File: src/rtl/idex_stage.sv
// rtl/idex_stage.sv - DLX ID/EX pipeline register with load-use interlock, branch flush and memory freeze
// Optional load-use bubble counter enabled by defining IDEX_BUBBLE_CNT_EN.
module idex_stage #(
    parameter int DW = 32
) (
    input  logic          clk,
    input  logic          rst,
    input  logic          flush,
    input  logic          mem_busy,
    input  logic [4:0]    ID_rs,
    input  logic [4:0]    ID_rt,
    input  logic          ID_uses_rt,
    input  logic [4:0]    ID_dest,
    input  logic [DW-1:0] ID_rData1,
    input  logic [DW-1:0] ID_rData2,
    input  logic [DW-1:0] ID_imm,
    input  logic [DW-1:0] ID_pc4,
    input  logic          ID_RegWrite,
    input  logic          ID_MemWrite,
    input  logic          ID_MemRead,
    input  logic          ID_MemToReg,
    input  logic          ID_ALUSrc,
    input  logic [3:0]    ID_ALUop,
    output logic [4:0]    IDEX_rs,
    output logic [4:0]    IDEX_rt,
    output logic [4:0]    IDEX_dest,
    output logic [DW-1:0] IDEX_rData1,
    output logic [DW-1:0] IDEX_rData2,
    output logic [DW-1:0] IDEX_imm,
    output logic [DW-1:0] IDEX_pc4,
    output logic          IDEX_RegWrite,
    output logic          IDEX_MemWrite,
    output logic          IDEX_MemRead,
    output logic          IDEX_MemToReg,
    output logic          IDEX_ALUSrc,
    output logic [3:0]    IDEX_ALUop,
    output logic          hazard_stall
`ifdef IDEX_BUBBLE_CNT_EN
    ,
    output logic [31:0]   bubble_count
`endif
);

    typedef struct packed {
        logic [4:0]    rs;
        logic [4:0]    rt;
        logic [4:0]    dest;
        logic [DW-1:0] rdata1;
        logic [DW-1:0] rdata2;
        logic [DW-1:0] imm;
        logic [DW-1:0] pc4;
        logic          reg_write;
        logic          mem_write;
        logic          mem_read;
        logic          mem_to_reg;
        logic          alu_src;
        logic [3:0]    alu_op;
    } idex_t;

    typedef enum logic {RUN, LU_BUBBLE} state_t;

    idex_t  pipe_q, pipe_d;
    state_t state_q;
    logic   load_use;
    logic   lu_bubble;

    // Loads into r0 never create a dependency since r0 reads as zero.
    assign load_use = pipe_q.mem_read && (pipe_q.dest != 5'd0) &&
                      ((pipe_q.dest == ID_rs) || (ID_uses_rt && (pipe_q.dest == ID_rt)));

    // A flush already squashes the consumer, and a frozen stage cannot take a bubble.
    assign lu_bubble    = load_use && !flush && !mem_busy;
    assign hazard_stall = lu_bubble;

    always_comb begin
        pipe_d = pipe_q;
        if (flush) begin
            pipe_d = '0;
        end else if (mem_busy) begin
            pipe_d = pipe_q;
        end else if (load_use) begin
            pipe_d = '0;
        end else begin
            pipe_d.rs         = ID_rs;
            pipe_d.rt         = ID_rt;
            pipe_d.dest       = ID_dest;
            pipe_d.rdata1     = ID_rData1;
            pipe_d.rdata2     = ID_rData2;
            pipe_d.imm        = ID_imm;
            pipe_d.pc4        = ID_pc4;
            pipe_d.reg_write  = ID_RegWrite;
            pipe_d.mem_write  = ID_MemWrite;
            pipe_d.mem_read   = ID_MemRead;
            pipe_d.mem_to_reg = ID_MemToReg;
            pipe_d.alu_src    = ID_ALUSrc;
            pipe_d.alu_op     = ID_ALUop;
        end
    end

    always_ff @(posedge clk or posedge rst) begin
        if (rst) begin
            pipe_q <= '0;
        end else begin
            pipe_q <= pipe_d;
        end
    end

    // LU_BUBBLE marks the cycle the inserted bubble sits in EX.
    always_ff @(posedge clk or posedge rst) begin
        if (rst) begin
            state_q <= RUN;
        end else begin
            case (state_q)
                RUN:       if (lu_bubble) state_q <= LU_BUBBLE;
                LU_BUBBLE: if (flush || !mem_busy) state_q <= RUN;
                default:   state_q <= RUN;
            endcase
        end
    end

`ifdef IDEX_BUBBLE_CNT_EN
    logic [31:0] bubble_cnt_q, bubble_cnt_d;

    always_comb begin
        bubble_cnt_d = bubble_cnt_q;
        if (lu_bubble && (bubble_cnt_q != 32'hFFFF_FFFF)) begin
            bubble_cnt_d = bubble_cnt_q + 32'd1;
        end
    end

    always_ff @(posedge clk or posedge rst) begin
        if (rst) begin
            bubble_cnt_q <= '0;
        end else begin
            bubble_cnt_q <= bubble_cnt_d;
        end
    end

    assign bubble_count = bubble_cnt_q;
`endif

    assign IDEX_rs       = pipe_q.rs;
    assign IDEX_rt       = pipe_q.rt;
    assign IDEX_dest     = pipe_q.dest;
    assign IDEX_rData1   = pipe_q.rdata1;
    assign IDEX_rData2   = pipe_q.rdata2;
    assign IDEX_imm      = pipe_q.imm;
    assign IDEX_pc4      = pipe_q.pc4;
    assign IDEX_RegWrite = pipe_q.reg_write;
    assign IDEX_MemWrite = pipe_q.mem_write;
    assign IDEX_MemRead  = pipe_q.mem_read;
    assign IDEX_MemToReg = pipe_q.mem_to_reg;
    assign IDEX_ALUSrc   = pipe_q.alu_src;
    assign IDEX_ALUop    = pipe_q.alu_op;

endmodule

File: config.mk
export PLATFORM = sky130hd
export DESIGN_NAME = idex_stage
export DESIGN_NICKNAME = d
export VERILOG_FILES = /design/src/rtl/idex_stage.sv
export SDC_FILE = /design/constraint.sdc
export NUM_CORES = 1
export LEC_CHECK = 0
export BUFFER_PORTS_ARGS = -buffer_cell sky130_fd_sc_hd__buf_4
export CORE_MARGIN = 2
export CORE_UTILIZATION = 45
export CTS_CLUSTER_SIZE = 30
export DETAILED_ROUTE_END_ITERATION = 6
export HOLD_SLACK_MARGIN = 0.12
export PLACE_DENSITY = 0.77
export SYNTH_ARGS = -nofsm -noshare
export SYNTH_HDL_FRONTEND = slang
export SYNTH_SLANG_ARGS = --single-unit
File: constraint.sdc
create_clock -name clk -period 4.35 [get_ports clk]
set_clock_uncertainty 0.2 [all_clocks]
set_input_delay 0.435 -clock clk [delete_from_list [all_inputs] [get_ports clk]]
set_output_delay 0.435 -clock clk [all_outputs]
set_load 0.01 [all_outputs]
==> After elaboration in Yosys (flattened, before gate mapping) <==
Index checks and enable logic that the tools add are counted.
{ "totals": {"reg_bits": 152, "inputBits": 157, "output_inout_bits": 153, "word_cells": 28} }
{ "classes": {"n_eq_ne": 3, "muxes": 3, "reduce_logical": 9} }
{ "op_table": {"columns": ["operator", "count"], "rows": [
  ["$mux W152", 3],
  ["$eq A5 B5 Y1", 2],
  ["$logic_and A1 B1 Y1", 5],
  ["$reduce_bool A5 Y1", 1],
  ["$logic_not A1 Y1", 2],
  ["$ne A2 B2 Y1 const B", 1],
  ["$logic_or A1 B1 Y1", 1]
]} }

==> Longest topological paths before layout <==
Gate-level depths: netlist of run 1.
{ "logic_depth": {"word_depth": 7, "depth_mapped": 6} }

==> Worst setup path before layout of run 1 <==
No wires, ideal clock.
{ "synth_path": {"path_kind": "flip-flop to output port", "from": "register pipe_q, in the netlist IDEX_dest[2]", "to": "output port hazard_stall", "arrival_time_ps": 1679, "path_slack_ps": 2036, "stages_incl_launch_ff": 6, "n_path_buf": 1, "path_cell_list": "dfrtp_1 > xnor2_1 > nand4_1 > o22ai_1 > buf_2 > nor4b_1"} }
{ "synth_between": {"elab_chain_cells": 6, "word_cells_on_any_way": 9} }
{ "synth_lines": {"columns": ["element", "line_no", "text"], "rows": [
  ["start: declaration", "62", "idex_t pipe_q, pipe_d;"],
  ["start signal: assignment", "104", "pipe_q <= pipe_d;"],
  ["$eq A5 B5 Y1", "69", "((pipe_q.dest == ID_rs) || (ID_uses_rt && (pipe_q.dest == ID_rt)));"],
  ["$logic_and A1 B1 Y1", "69", null],
  ["$logic_or A1 B1 Y1", "69", null],
  ["$logic_and A1 B1 Y1 *", "68", "assign load_use = pipe_q.mem_read && (pipe_q.dest != 5'd0) &&"],
  ["$logic_and A1 B1 Y1 * (2 in series)", "72", "assign lu_bubble = load_use && !flush && !mem_busy;"],
  ["end: declaration", "37", "output logic hazard_stall"]
]} }
Mark *: on every way between the ends. The rest lies on a longest branch, timed or not.

==> Worst setup path after layout of run 1 <==
{ "layout_path": {"from": "register pipe_q, in the netlist IDEX_dest[3]", "to": "output port hazard_stall"} }
Same word-level chain as after synthesis.

==> results of run 1 <==
==> synthesized netlist by cell type <==
cell,n
buf_2,11
inv_1,85
nor3b_1,152
nand2_1,71
nand4_1,1
o22ai_1,1
o221ai_1,69
or4_1,1
o21ai_2,1
nand3_1,1
clkbuf_1,90
dfrtp_1,152
buf_1,4
nor4b_1,1
a32oi_1,83
nor2b_1,1
buf_4,1
a22oi_1,69
o21ai_0,83
buf_6,7
xnor2_1,10
==> flip-flops by register name (all words and copies together), names as in the netlist <==
register       flops
IDEX_MemToReg      1
IDEX_ALUSrc        1
IDEX_rData2       32
IDEX_dest          5
IDEX_ALUop         4
IDEX_MemWrite      1
IDEX_RegWrite      1
IDEX_rs            5
IDEX_rt            5
IDEX_rData1       32
IDEX_pc4          32
IDEX_imm          32
IDEX_MemRead       1
==> how the worst min path moves through the flow <==
stage,end,slack (ns),cells past startpoint
floorplan,IDEX_rData1[27]$_DFFE_PP0P_,0.34,2
global placement,IDEX_rData1[27]$_DFFE_PP0P_,0.30,2
detailed placement,IDEX_pc4[25]$_DFFE_PP0P_,0.31,2
CTS,IDEX_rData2[4]$_DFFE_PP0P_,0.17,4
global route,IDEX_imm[24]$_DFFE_PP0P_,0.18,4
finish,IDEX_rData1[6]$_DFFE_PP0P_,0.19,4
==> worst max-delay path, stage by stage, from the launching register on <==
cell and delay, ns:
dfrtp_1 0.45, or4_1 0.59, o21ai_4 0.18, buf_4 0.49, nor4b_1 0.11, buf_4 0.19
==> cell type report <==
class	count	area (um2)
antenna	1	2.50
fill	1615	7170
sequential	152	3800
timing repair buffer	325	2480
tap	234	293
clock inverter	13	170
clock buffer	18	429
inverter	85	323
multi-input combinational	544	3850
==> layer usage <==
metal / track usage / up-vias / routed length (um)
met1: 0.350 / 4036 / 11100
li1: - / 3822 / -
met5: 0 / - / 0
met4: 0.0847 / 0 / 591
met2: 0.417 / 344 / 13000
met3: 0.0900 / 36 / 2670
==> kinds of logic (layout without fill, tap and decap cells) <==
| kind of cell | count (synthesis) | count (layout) | share of synthesized area |
|---|---|---|---|
| AOI/OAI and AO/OA | 306 | 306 | 0.271 |
| DFF | 152 | 152 | 0.451 |
| xor gates and xnor gates | 10 | 10 | 0.0104 |
| and+or+nand+nor | 228 | 228 | 0.171 |
| buffers and inverters | 198 | 441 | 0.0965 |
| other | 0 | 1 | 0 |
==> power groups by stage <==
stage	combinational, mW	clock (mW)	sequential, mW
2_1_floorplan	0.458	0	1.75
3_3_place_gp	1.00	0	1.69
3_5_place_dp	1.02	0	1.69
4_1_cts	1.02	1.56	1.67
5_1_grt	1.09	1.62	1.68
6_report	1.01	1.54	1.67
==> flow_summary.toml, run 1 <==
[cts]
post_cts_buffers = 0
clk_path_buf_depth = 2
root_buffer = "clkbuf_16"
clkSinkCount = 152
cts_made_buffers = 17
post_cts_resized = 0
cts_tree = "done"
htreeDepth = 4
cts_hold_buf = 1
clkTransAtPathRegs_ns = 0.07
clock_latency_ns = 0.42

[pwr]
switching_share = 0.309
vdd_ir_drop_max_uv = 284
p_comb_frac = 0.240
seq_power_share = 0.396
internal_power_mw = 2.91
power.switching_mw = 1.30
clkPwrFrac = 0.365
leakagePower_nw = 4.98
power_density_nw_per_um2 = 371
finalPower_mw = 4.21

[placed_design]
dp_hpwl_mm = 17.0
placed_cells = 1339
placed_area_um2 = 10700
pre_cts_ws_ns = 1.69
gp_congestion = 0.799
io_buffer_count = 309

[timing]
hold_viol_final = 0
worst_slack_ns = 1.26
min_period_over_period = 0.710
setup-violations-final = 0
drv_slew = 0
clock.fmax_mhz = 324
tightest_slew_ns = 0.985
maxSlewHeadroom = 0.343
min_period_ns = 3.09
whs_ns = 0.189
grt_setup_unrepaired = "false"
fin_setup_tns_ns = 0

[routing]
route.antenna.remaining_nets = 0
drc = 0
via_count = 8238
viasPerCell = 6.00
drt-initial-drc-count = 529
first_pass_iters = 5
routed_wl_mm = 27.4
wire_per_inst_um = 19.9

[critical_path]
crit_path_end_kind = "output port"
critical_path.max_fanout = 49
start_kind = "register"
path_class = "reg -> out"
reg2reg_to = "IDEX_rData1[23]$_DFFE_PP0P_"
rr_startpoint = "IDEX_dest[2]$_DFFE_PP0P_"
r2r_slack_ns = 1.90
rr_worst_depth = 5
required_ns = 3.71
arrival_ns = 2.45
crit_start = "IDEX_dest[3]$_DFFE_PP0P_"
critPathCapture = "hazard_stall"

[layout]
nNetsFinal = 1282
drive_above_1_share = 0.318
layout_common_cells = "buf_4 (320), dfrtp_1 (152), nor3b_1 (152)"
syn_to_final_growth_pct = 34.7
mostFrequentLayoutCell = "buf_4"
fin_cells = 1372
fin_area_um2 = 11400
final_core_util = 0.613

[die]
die_h_um = 141
core_um2 = 18500
rows = 50
start_util = 0.455
dieArea_um2 = 19800
ios = 310
die_w_um = 141

[grt]
antenna_found_initial = 1
grt_pass1_vias = 7758
grt_max_degree = 143
grt_pass1_wl_mm = 42.5
grt.overflow.total = 0
grt_usage = 0.266

[yosys]
syn_inst = 894
netlist_top_cells_area = "dfrtp_1 (45%), nor3b_1 (14%), a32oi_1 (8.6%)"
ys_seq_area_frac = 0.451
netlist_area_um2 = 8430
synth_top_cell_by_area = "dfrtp_1"
ys_warn_count = 0
synth_nets = 1051
synth_top_area_share = 0.451
syn_area_per_cell_um2 = 9.42
ys_types = 21
ys_seq_elements = 152

[status]
outcome = "completed"

[hold_path]
hp-class = "in -> reg"
hp-start = "ID_rData1[6]"

[run]
maxCapViolCount = 0
Note: power is estimated with default switching activity, not from simulation.
==> run 2: changes to the inputs <==
CORE_UTILIZATION = 50   (was 45)
PLACE_DENSITY = 0.81   (was 0.77)
clock period = 3.1 ns   (was 4.35 ns; I/O delays follow)
==> run 2 against run 1 <==
Effect of this change:
- core utilization up 16 points
- register-to-register slack worse by 1.2 ns
- flip-flop and latch count unchanged
- clock-buffer cell count up 1
- critical path depth up 2
- total power up 41%
- sequential share of layout area down 3.9 points
- global-route usage up 7.9 points
- die area down 9.7%
- clock power up 28%
- via count up 14%
- highest routed layer unchanged
==> flow_summary.toml, run 2 (synthesis gave the netlist of run 1 again) <==
[die]
core_um2 = 16500
rows = 47
die_h_um = 134
start_util = 0.510
ios = 310
dieArea_um2 = 17900
die_w_um = 134

[placed_design]
io_buffer_count = 309
placed_cells = 1326
dp_hpwl_mm = 16.6
pre_cts_ws_ns = 0.789
gp_congestion = 0.771
placed_area_um2 = 10800

[pwr]
clkPwrFrac = 0.331
leakagePower_nw = 5.60
internal_power_mw = 4.07
finalPower_mw = 5.95
seq_power_share = 0.395
p_comb_frac = 0.274
power_density_nw_per_um2 = 463
power.switching_mw = 1.88
switching_share = 0.317
vdd_ir_drop_max_uv = 378

[critical_path]
start_kind = "input port"
critical_path.max_fanout = 2
path_class = "in -> out"
arrival_ns = 1.98
cpPeakStageDelay_ns = 0.56
crit_slowest_cell = "dlygate4sd3_1"
crit_chain = "dlygate4sd3_1, buf_4, xnor2_1, nand4_1, o22ai_4, nor4b_1, buf_4"
required_ns = 2.59
crit_path_frequent_cell = "buf_4"
crit_path_end_kind = "output port"
crit_buf_inv = 3
critical-path-top-delay-family = "buffers and inverters"

[grt]
grt_pass1_wl_mm = 49.8
antenna_found_initial = 0
grt.overflow.total = 0
grt_pass1_vias = 9342
grt_usage = 0.345
grt_max_degree = 153

[run]
maxCapViolCount = 0

[layout]
antenna_cells = 0
nNetsFinal = 1434
final_core_util = 0.778
mostFrequentLayoutCell = "buf_4"
drive_above_1_share = 0.282
fin_area_um2 = 12800
layout_common_cells = "buf_4 (317), dfrtp_1 (152), nor3b_1 (152), dlygate4sd3_1 (152)"
syn_to_final_growth_pct = 52.5
fin_cells = 1509
fillers = 1026

[timing]
hold_viol_final = 0
min_period_ns = 2.49
clock.fmax_mhz = 402
min_period_over_period = 0.802
grt_setup_unrepaired = "false"
fin_setup_tns_ns = 0
worst_slack_ns = 0.615
maxSlewHeadroom = 0.375
whs_ns = 0.139
setup-violations-final = 0
drv_slew = 0
tightest_slew_ns = 0.938

[cts]
post_cts_resized = 0
clock_latency_ns = 0.42
cts_tree = "done"
cts_made_buffers = 17
htreeDepth = 4
clkSinkCount = 152
root_buffer = "clkbuf_16"
clkTransAtPathRegs_ns = 0.06
clk_path_buf_depth = 2

[hold_path]
hp-class = "in -> reg"

[routing]
routed_wl_mm = 31.2
via_count = 9360
first_pass_iters = 6
viasPerCell = 6.20
route.antenna.remaining_nets = 0
drt-initial-drc-count = 947
wire_per_inst_um = 20.7
drc = 0

[status]
outcome = "completed"
-- run 2: cell types whose count changed in the layout (fill, tap and decap cells not counted) --
cell / previous run / this run
clkbuf_8: 0 / 1
buf_4: 320 / 317
inv_6: 3 / 0
diode_2: 1 / 0
bufinv_16: 3 / 1
buf_12: 3 / 7
clkinv_4: 3 / 2
clkinv_2: 1 / 4
dlygate4sd3_1: 1 / 152
clkinvlp_4: 4 / 6
-- run 2: worst paths after layout --
path | from | to | slack, ns | cells past startpoint
max reg2reg | IDEX_dest[2]$_DFFE_PP0P_ | IDEX_imm[28]$_DFFE_PP0P_ | 0.73 | 5
min reg2reg | IDEX_pc4[19]$_DFFE_PP0P_ | IDEX_pc4[19]$_DFFE_PP0P_ | 0.32 | 2
max in group asynchronous | rst | IDEX_rData1[13]$_DFFE_PP0P_ | 1.52 | 4
min in group asynchronous | rst | IDEX_pc4[1]$_DFFE_PP0P_ | 0.40 | 4
max | ID_rt[2] | hazard_stall | 0.61 | 7
min | ID_rt[1] | IDEX_rt[1]$_DFFE_PP0P_ | 0.14 | 4
-- run 2: final cells by class --
type,count,area (um2),share of cell area
multi-input cells,544,3850,0.299
well taps,220,275,0.0214
flip-flops and latches,152,3800,0.296
repair buffers,477,4050,0.315
clock inverters,12,105,0.00818
clock buffers,19,443,0.0345
inverters,85,323,0.0251
-- run 2: metal layers --
layer,up-vias,wire length [um],global-route usage
met5,-,0,0
met4,0,1260,0.152
met3,102,3150,0.0960
met2,628,14500,0.541
met1,4499,12300,0.449
li1,4131,-,-
-- run 2: timing repair --
item	4_1_cts	5_1_grt
hold endpoints to repair	303	0
hold buffers	152	0
setup buffers	0	0
-- run 2: worst reg2reg max path, stage by stage, from the launching register on --
cell and delay (ns):
dfrtp_1 0.48, xnor2_1 0.20, nand4_1 0.18, o22ai_4 0.16, buf_4 0.62, o21ai_0 0.34
-- run 2: power by group through the flow --
stage / registers [mW] / clock network, mW / logic, mW
global route: 2.37 / 2.07 / 1.74
CTS: 2.34 / 1.99 / 1.58
floorplan: 2.45 / 0 / 0.643
finish: 2.35 / 1.97 / 1.63
global placement: 2.37 / 0 / 1.41
detailed placement: 2.37 / 0 / 1.43
==> run 3: changes to the inputs <==
ABC_AREA = 1   (was not set)
CORE_UTILIZATION = 48   (was 50)
clock period = 2.48 ns   (was 3.1 ns; I/O delays follow)
==> run 3 against run 2 <==
Effect of this change:
- the flow now finishes with violations (setup timing)
- largest cell class unchanged
- worst setup slack worse by 0.66 ns
- sequential power up 16%
- largest power group unchanged
- non-clock buffer count up 8
- critical endpoint is now IDEX_pc4[3]$_DFFE_PP0P_
- global-route usage down 0.61 points
==> flow_summary.toml, run 3 <==
[yosys]
ys_types = 15
synth-edff-count = 0
syn_area_per_cell_um2 = 7.05
ys_warn_count = 0
ys_seq_area_frac = 0.534
netlist_area_um2 = 7130
syn_inst = 1011
netlist_top_cells_area = "dfrtp_1 (53%), nand2_1 (25%), nor2_1 (8.4%)"
synth_top_cell_by_area = "dfrtp_1"
netlist_top_cells_count = "nand2_1 (483), nor2_1 (159), inv_1 (156)"
ys_async_sr_fraction = 1.00
synth_top_area_share = 0.534
synth_nets = 1168
ys_seq_elements = 152
synth_most_common_cell = "nand2_1"
synthFlopType = "dfrtp_1"

[critical_path]
crit_path_frequent_cell = "nand2_1"
crit_slowest_cell = "dlygate4sd3_1"
reg2reg_to = "IDEX_pc4[3]$_DFFE_PP0P_"
start_kind = "input port"
rr_startpoint = "IDEX_dest[1]$_DFFE_PP0P_"
rr_worst_depth = 11
arrival_ns = 2.62
critical-path-top-delay-family = "buffers and inverters"
crit_chain = "dlygate4sd3_1, buf_4, nand2_1, nand2_1, nor2_2, nand3_2, nand2_4, nand2_8, buf_12, nand2_1, nand2_1, dlygate4sd3_1"
path_class = "in -> reg"
r2r_slack_ns = -0.03
crit_buf_inv = 4
cpPeakStageDelay_ns = 0.57
critical_path.max_fanout = 12
required_ns = 2.57
crit_path_end_kind = "register"

[layout]
fillers = 787
nNetsFinal = 1624
fin_cells = 1665
final_core_util = 0.818
fin_area_um2 = 11900
mostFrequentLayoutCell = "nand2_1"
drive_above_1_share = 0.249
syn_to_final_growth_pct = 66.7
layout_common_cells = "nand2_1 (482), buf_4 (314), dlygate4sd3_1 (162), nor2_1 (158), inv_1 (155)"

[die]
ios = 310
die_w_um = 126
dieArea_um2 = 15800
core_um2 = 14500
die_h_um = 126
rows = 44
start_util = 0.491

[placed_design]
pre_cts_ws_ns = 0.488
placed_area_um2 = 9600
gp_congestion = 0.814
placed_cells = 1466
io_buffer_count = 309
dp_hpwl_mm = 13.9

[pwr]
power_density_nw_per_um2 = 543
finalPower_mw = 6.46
internal_power_mw = 4.74
vdd_ir_drop_max_uv = 497
power.switching_mw = 1.72
p_comb_frac = 0.187
switching_share = 0.266
clkPwrFrac = 0.392
leakagePower_nw = 7.20
seq_power_share = 0.421

[routing]
routed_wl_mm = 28.1
first_pass_iters = 5
route.antenna.remaining_nets = 0
drc = 0
drt-initial-drc-count = 730
wire_per_inst_um = 16.9
viasPerCell = 5.07
via_count = 8447

[timing]
whs_ns = 0.277
tightest_slew_ns = 0.637
clock.fmax_mhz = 396
setup-violations-final = 4
min_period_ns = 2.52
hold_viol_final = 0
maxSlewHeadroom = 0.575
drv_slew = 0
fin_setup_tns_ns = -0.0899
min_period_over_period = 1.02
worst_slack_ns = -0.0446

[cts]
cts_tree = "done"
clk_path_buf_depth = 2
clock_latency_ns = 0.42
clkTransAtPathRegs_ns = 0.06
cts_made_buffers = 17
htreeDepth = 4
root_buffer = "clkbuf_16"
clkSinkCount = 152

[run]
maxCapViolCount = 0

[grt]
antenna_found_initial = 0
grt_max_degree = 82
grt_usage = 0.339
grt_pass1_wl_mm = 42.4
grt.overflow.total = 0
grt_pass1_vias = 8633

[status]
violations = "setup timing"
outcome = "complete, but fails checks"

[hold_path]
hold_depth = 2
hp-start = "IDEX_pc4[1]$_DFFE_PP0P_"
hp-class = "reg -> reg"
hold_end = "IDEX_pc4[1]$_DFFE_PP0P_"
==> run 3: cell families (layout without fill, tap and decap cells) <==
family,count (synthesis),count (layout),share of synthesized area
compound gates,1,1,0.000701
xor+xnor,1,1,0.00123
buf+inv,209,677,0.122
flops,152,152,0.534
other cells,0,1,0
simple gates,648,649,0.343
==> run 3: cell type report <==
type	count	area (um2)	share of cell area
Inverter	160	604	0.0508
Tap cell	184	230	0.0194
Clock buffer	19	443	0.0373
Timing Repair Buffer	485	4160	0.350
Antenna cell	1	2.50	0.000211
Clock inverter	13	130	0.0109
Sequential cell	152	3810	0.320
Multi-Input combinational cell	651	2510	0.211
==> run 3: worst min-delay path, cell delays in order, from the launching register on <==
cell,delay [ns]
dfrtp_1,0.34
nand2_1,0.06
nand2_1,0.05
==> run 3: what timing repair did <==
item                                    4_1_cts  5_1_grt
resized for setup                             0       12
hold buffers                                162        0
endpoints found under the hold margin       304        0
setup buffers                                 0        2
endpoints found under the setup margin        0        8
==> run 3: how the worst max path moves through the flow <==
stage	cells after the start	from	to
floorplan	1	rst	IDEX_ALUSrc$_DFFE_PP0P_
global placement	8	IDEX_dest[3]$_DFFE_PP0P_	IDEX_imm[6]$_DFFE_PP0P_
detailed placement	8	IDEX_dest[3]$_DFFE_PP0P_	IDEX_pc4[31]$_DFFE_PP0P_
CTS	13	ID_rs[1]	IDEX_ALUop[0]$_DFFE_PP0P_
finish	12	ID_rt[2]	IDEX_pc4[3]$_DFFE_PP0P_
global route	9	IDEX_dest[3]$_DFFE_PP0P_	IDEX_pc4[3]$_DFFE_PP0P_
==> run 3: layer usage <==
metal  global-route usage  up-vias  share of wire
met3               0.0884      172          0.085
met1                0.367     3911           0.34
met2                0.580      587           0.50
li1                     -     3777              -
met5                    0        -              0
met4                0.236        0          0.072
==> run 3: power groups by stage <==
stage          Sequential (mW)  Clock [mW]  Combinational, mW
2_1_floorplan             2.81           0              0.325
3_3_place_gp              2.74           0              0.903
3_5_place_dp              2.75           0              0.921
4_1_cts                   2.71        2.54               1.13
5_1_grt                   2.73        2.67               1.29
6_report                  2.72        2.53               1.21
